===== src/rtl/decoder_seq_nx2n.sv =====
// Registered N-to-2**N decoder with valid/ready request port and self-running scan mode.
// Define DECODER_SEQ_THERMO_EN for thermometer-coded out instead of one-hot.
module decoder_seq_nx2n #(
   parameter int unsigned N     = 3,
   parameter int unsigned DWELL = 4
) (
   input  logic             clk,
   input  logic             rst,
   input  logic             en,
   input  logic             mode,
   input  logic             in_valid,
   input  logic [N-1:0]     in,
   output logic             in_ready,
   output logic [2**N-1:0]  out,
   output logic             out_valid,
   output logic             wrap
);

   localparam int unsigned W  = 2 ** N;
   localparam int unsigned CW = (DWELL > 1) ? $clog2(DWELL) : 1;
   localparam logic [CW-1:0] CntLast = CW'(DWELL - 1);

   typedef enum logic [1:0] {StIdle, StDirect, StScan} state_e;

   state_e        state_q;
   logic [N-1:0]  idx_q;
   logic [CW-1:0] cnt_q;
   logic [N-1:0]  idx_nxt;

   function automatic logic [W-1:0] code(input logic [N-1:0] i);
      logic [W-1:0] r;
      r = '0;
      for (int b = 0; b < int'(W); b++) begin
`ifdef DECODER_SEQ_THERMO_EN
         r[b] = (b <= int'(i));
`else
         r[b] = (b == int'(i));
`endif
      end
      return r;
   endfunction

   assign idx_nxt  = idx_q + N'(1);
   assign in_ready = en & (state_q != StScan) & ~rst;

   always_ff @(posedge clk) begin
      if (rst || !en) begin
         state_q   <= StIdle;
         idx_q     <= '0;
         cnt_q     <= '0;
         out       <= '0;
         out_valid <= 1'b0;
         wrap      <= 1'b0;
      end else begin
         wrap <= 1'b0;
         unique case (state_q)
            StIdle, StDirect: begin
               if (in_valid) begin
                  idx_q     <= in;
                  cnt_q     <= '0;
                  out       <= code(in);
                  out_valid <= 1'b1;
                  state_q   <= mode ? StScan : StDirect;
               end
            end
            StScan: begin
               // Advance on the last dwell cycle so each index is shown exactly DWELL cycles.
               if (cnt_q == CntLast) begin
                  cnt_q <= '0;
                  idx_q <= idx_nxt;
                  out   <= code(idx_nxt);
                  wrap  <= &idx_q;
               end else begin
                  cnt_q <= cnt_q + CW'(1);
               end
            end
            default: state_q <= StIdle;
         endcase
      end
   end

endmodule


===== config.mk =====
export PLATFORM = sky130hd
export DESIGN_NAME = decoder_seq_nx2n
export DESIGN_NICKNAME = d
export VERILOG_FILES = /design/src/rtl/decoder_seq_nx2n.sv
export SDC_FILE = /design/constraint.sdc
export NUM_CORES = 1
export LEC_CHECK = 0
export ABC_AREA = 1
export CAP_MARGIN = 20
export CORE_MARGIN = 3
export CORE_UTILIZATION = 55
export CTS_BUF_LIST = sky130_fd_sc_hd__clkbuf_8
export CTS_CLUSTER_SIZE = 30
export DETAILED_ROUTE_END_ITERATION = 16
export PLACE_DENSITY = 0.86
export SLEW_MARGIN = 20
export SYNTH_ARGS = -nofsm -noshare
export SYNTH_HDL_FRONTEND = slang
export SYNTH_SLANG_ARGS = --single-unit

===== constraint.sdc =====
create_clock -name clk -period 3.9 [get_ports clk]
set_input_delay 0.78 -clock clk [delete_from_list [all_inputs] [get_ports clk]]
set_output_delay 0.78 -clock clk [all_outputs]
set_load 0.005 [all_outputs]

Word level (Yosys, flattened, before mapping)
Cells that the tools add are included.
{ "totals": {"mem_count": 0, "regBits": 17, "latchBits": 0, "out_inout_bits": 11, "romBits": 0, "ram_bits": 0, "wordCells": 58} }
{ "classes": {"mux": 12, "eq_ne": 20, "n_bitwise": 5, "shifts": 0, "div": 0, "mul": 0, "add_sub_neg": 2, "order_cmp": 0, "reduce_logical": 13} }
{ "ops": {"columns": ["cell", "n"], "rows": [
  ["$eq A3 B3 Y1 const A", 8],
  ["$mux W8", 2],
  ["$pmux W8 S2", 1],
  ["$eq A2 B3 Y1 const A", 4],
  ["$mux W2", 4],
  ["$pmux W2 S2", 2],
  ["$eq A1 B3 Y1 const A", 2],
  ["$logic_not A3 Y1", 2],
  ["$mux W3", 2],
  ["$ne A2 B2 Y1 const B", 3],
  ["$pmux W3 S2", 1],
  ["$reduce_and A2 Y1", 3],
  ["$reduce_and A3 Y1", 2],
  ["$eq A2 B2 Y1 const B", 2],
  ["$add A3 B1 Y3 const B", 1],
  ["$not A1 Y1", 3],
  ["$reduce_or A3 Y1", 1],
  ["$add A2 B1 Y2 const B", 1],
  ["$and A1 B1 Y1", 2],
  ["$eq A2 B1 Y1 const B", 1],
  ["$logic_not A2 Y1", 1],
  ["$reduce_bool A2 Y1", 1],
  ["$reduce_or A2 Y1", 1],
  ["$logic_not A1 Y1", 1],
  ["$logic_or A1 B1 Y1", 1]
]} }

Depth between registers and ports, before layout
{ "depth": {"depth_word": 4, "ltp_mapped": 8, "depth_no_buf": 8} }

Worst setup path after synthesis
Ideal clock, no wire load.
{ "synth_timing": {"path_kind": "input-to-output", "from": "in en", "to": "out in_ready", "path_stages": 5, "setup_slack_ns": 1.709, "t_arrival_ns": 1.411, "n_path_buf": 1, "cell_sequence": "inv_1 > nor2_1 > inv_1 > buf_4 > nor2_1"} }
{ "synth_between": {"elab_chain_len": 2} }
{ "synth_rtl": {"columns": ["item", "line", "text"], "rows": [
  ["start: declaration", "9", "input logic en,"],
  ["$and A1 B1 Y1 (2 in a row)", "44", "assign in_ready = en & (state_q != StScan) & ~rst;"],
  ["end: declaration", "13", "output logic in_ready,"]
]} }
Every way passes these cells.

Final worst setup path
Ends and elaborated chain as after synthesis.

==> summary.md <==
| Metric | Value |
|---|---|
| Yosys reg bits | 17 |
| DRC violations left | 0 |
| Yosys warns | 0 |
| Initial antenna violation count | 0 |
| Top-Level Pins | 19 |
| Port Buffer Count | 18 |
| Most common cell in the synthesized netlist | nand2_1 |
| Largest area contributor in the netlist | dfxtp_1 |
| Status | finished, final reports clean |
| Area growth from synthesis to layout | 25.9% |
| R2R depth | 8 |
| Total Power | 0.367 mW |
| Congestion Overflow GR | 0 |
| Critical path data arrival time | 2.58 ns |
| Flip-flop and latch area | 340 um2 |
| Hpwl dp | 1320 um |
| Pin count of the biggest net entering global routing | 12 |
| Number of synthesized flops with an enable pin | 0 |
| Core area | 1400 um2 |
| Area contributors post-synth | dfxtp_1 (39%), nand2_1 (12%), nor2_1 (6.0%) |
| Critical path required time | 3.12 ns |
| Period utilisation layout | 0.862 |
| PostCTS Resize Cnt | 0 |
| Final TNS setup | 0 ns |
| Relative slew slack | 0.666 |
| Global-route wire length before repair | 3130 um |
| Fin crit period | 3.36 ns |
| Synthesized netlist cell count | 112 |
| Unrepaired setup endpoints after global routing | false |
| Place WS | 0.526 ns |
| Worst-case vdd ir drop | 0.376 mV |
| Multi-input combinational cell area | 460 um2 |
| Unique masters post-synth | 21 |
| Util after Layout | 0.787 |
| Worst Clk Skew | 0.00385 ns |
| MaxCap Viol Count | 0 |
| Clock Root Buffer | clkbuf_8 |
| Global Route Usage Sum | 0.202 |
| # rows | 13 |
| Final Wtd Congestion | 0.782 |
| Drt pass-1 iters | 4 |
| Syn Nets | 123 |
| Post-route ant nets | 0 |
| Ys flop type | dfxtp_1 |
| Post-Route WL | 1710 um |
| Mapped cell area | 875 um2 |
| # H-tree levels | 1 |
| Slew Limit Fails | 0 |
| Total CTS buffers | 3 |
| Synth top area share | 0.389 |
| CTS tree | done |
| Crit path max fanout | 11 |
| Die Span X | 45.9 um |
| Fmax | 297 MHz |
| # Post-CTS Setup Buffers | 0 |
| DIE AREA | 2100 um2 |
| Post-synthesis sequential area ratio | 0.389 |
| Sink Count | 17 |
| PwrDens | 333 nW/um2 |
| Max clock buf depth | 2 |
| Clock Latency Late Sink | 0.26 ns |
| WL per Instance | 11.6 um |
| Vias in the first global route | 766 |
| 1st-iter DRT viols | 14 |
| Vias per inst | 5.19 |
| Hold Crit Depth | 2 |
| Hold crit path type | reg -> reg |
| Worst setup path class | in -> out |
| N_diodes | 0 |
| Setup slack after layout | 0.538 ns |
| Final hold vios | 0 |
| Synth top cells by count | nand2_1 (27), dfxtp_1 (17), nor2_1 (14) |
| P_leak | 0.445 nW |
| Vias | 763 |
| Clk slew on worst S/H paths | 0.07 ns |
| Fill cells | 109 |
| Initial Utilization | 0.625 |
| CP Capture Type | primary output |
| Async SR Flop Fraction | 0 |
| Final setup fails | 0 |
| Flop-to-flop setup slack | 2.46 ns |
| Fraction of layout cells with a size suffix above 1 | 0.167 |
| Avg Cell Area, Syn | 7.81 um2 |
| Final net count | 144 |
| Worst slew pin tran | 0.500 ns |
| Hold-fix buffers, CTS | 0 |
| Chip Height | 45.9 um |
| Startpoint types | primary input |
-- worst max-delay path, cell delays in order --
cell	delay, ns
clkdlybuf4s50_1	0.45
inv_1	0.03
nor2_1	0.33
inv_1	0.32
nor2_1	0.16
clkdlybuf4s50_1	0.51
-- per-layer routing --
metal,share of wire,global-route usage,up-vias
met4,0.0088,0.0739,0
li1,-,-,399
met3,0.047,0.0751,2
met5,0,0,-
met1,0.49,0.261,347
met2,0.45,0.302,15
-- cell type report --
cell class,count,area share
repair buffers,18,0.164
clock inverters,1,0.00455
well taps,15,0.0170
flip-flops and latches,17,0.309
inverters,12,0.0500
clock buffers,3,0.0375
multi-input cells,81,0.418
-- state kept, by name, indices dropped and copies added, names as in the netlist --
register and flops:
wrap 1, out 8, idx_q 3, cnt_q 2
out_valid 1, state_q 2
-- logic make-up after synthesis --
kind of cell,synth area share
AOI/OAI and AO/OA,0.143
adders and majority gates,0.0429
buffers and inverters,0.0844
DFF,0.389
and+or+nand+nor,0.340
-- worst paths after layout --
path	start	end
max	en	in_ready
min	out[4]$_SDFFE_PP0P_	out[4]$_SDFFE_PP0P_
max reg2reg	idx_q[0]$_SDFFE_PP0P_	out[6]$_SDFFE_PP0P_
min reg2reg	out[4]$_SDFFE_PP0P_	out[4]$_SDFFE_PP0P_
-- cells in the final DEF (no fill, tap or decap) --
master,instances
a21oi_1,6
a21oi_2,6
clkbuf_8,3
clkdlybuf4s50_1,18
clkinv_2,1
dfxtp_1,17
ha_1,3
inv_1,9
inv_4,2
inv_6,1
nand2_1,27
nand2_2,3
nand2_4,2
nand2_8,1
nand3_1,6
nand3_4,1
nand3b_1,1
nor2_1,14
nor2_4,2
nor3_1,1
o21a_1,1
o21ai_0,7
-- stage by stage --
stage,hold slack [ns],cells,instance area [um2]
3_3_place_gp,0.466,143,1050
6_report,0.473,147,1100
2_1_floorplan,0.460,112,875
5_1_grt,0.499,147,1100
3_5_place_dp,0.464,143,1050
4_1_cts,0.474,147,1100
-- report_power, final --
group	leakage [nW]	internal, mW	switching [mW]
Clock	0.0255	0.0710	0.0618
Sequential	0.138	0.178	0.00397
Combinational	0.281	0.0229	0.0291
(Power assumes the default switching activity.)
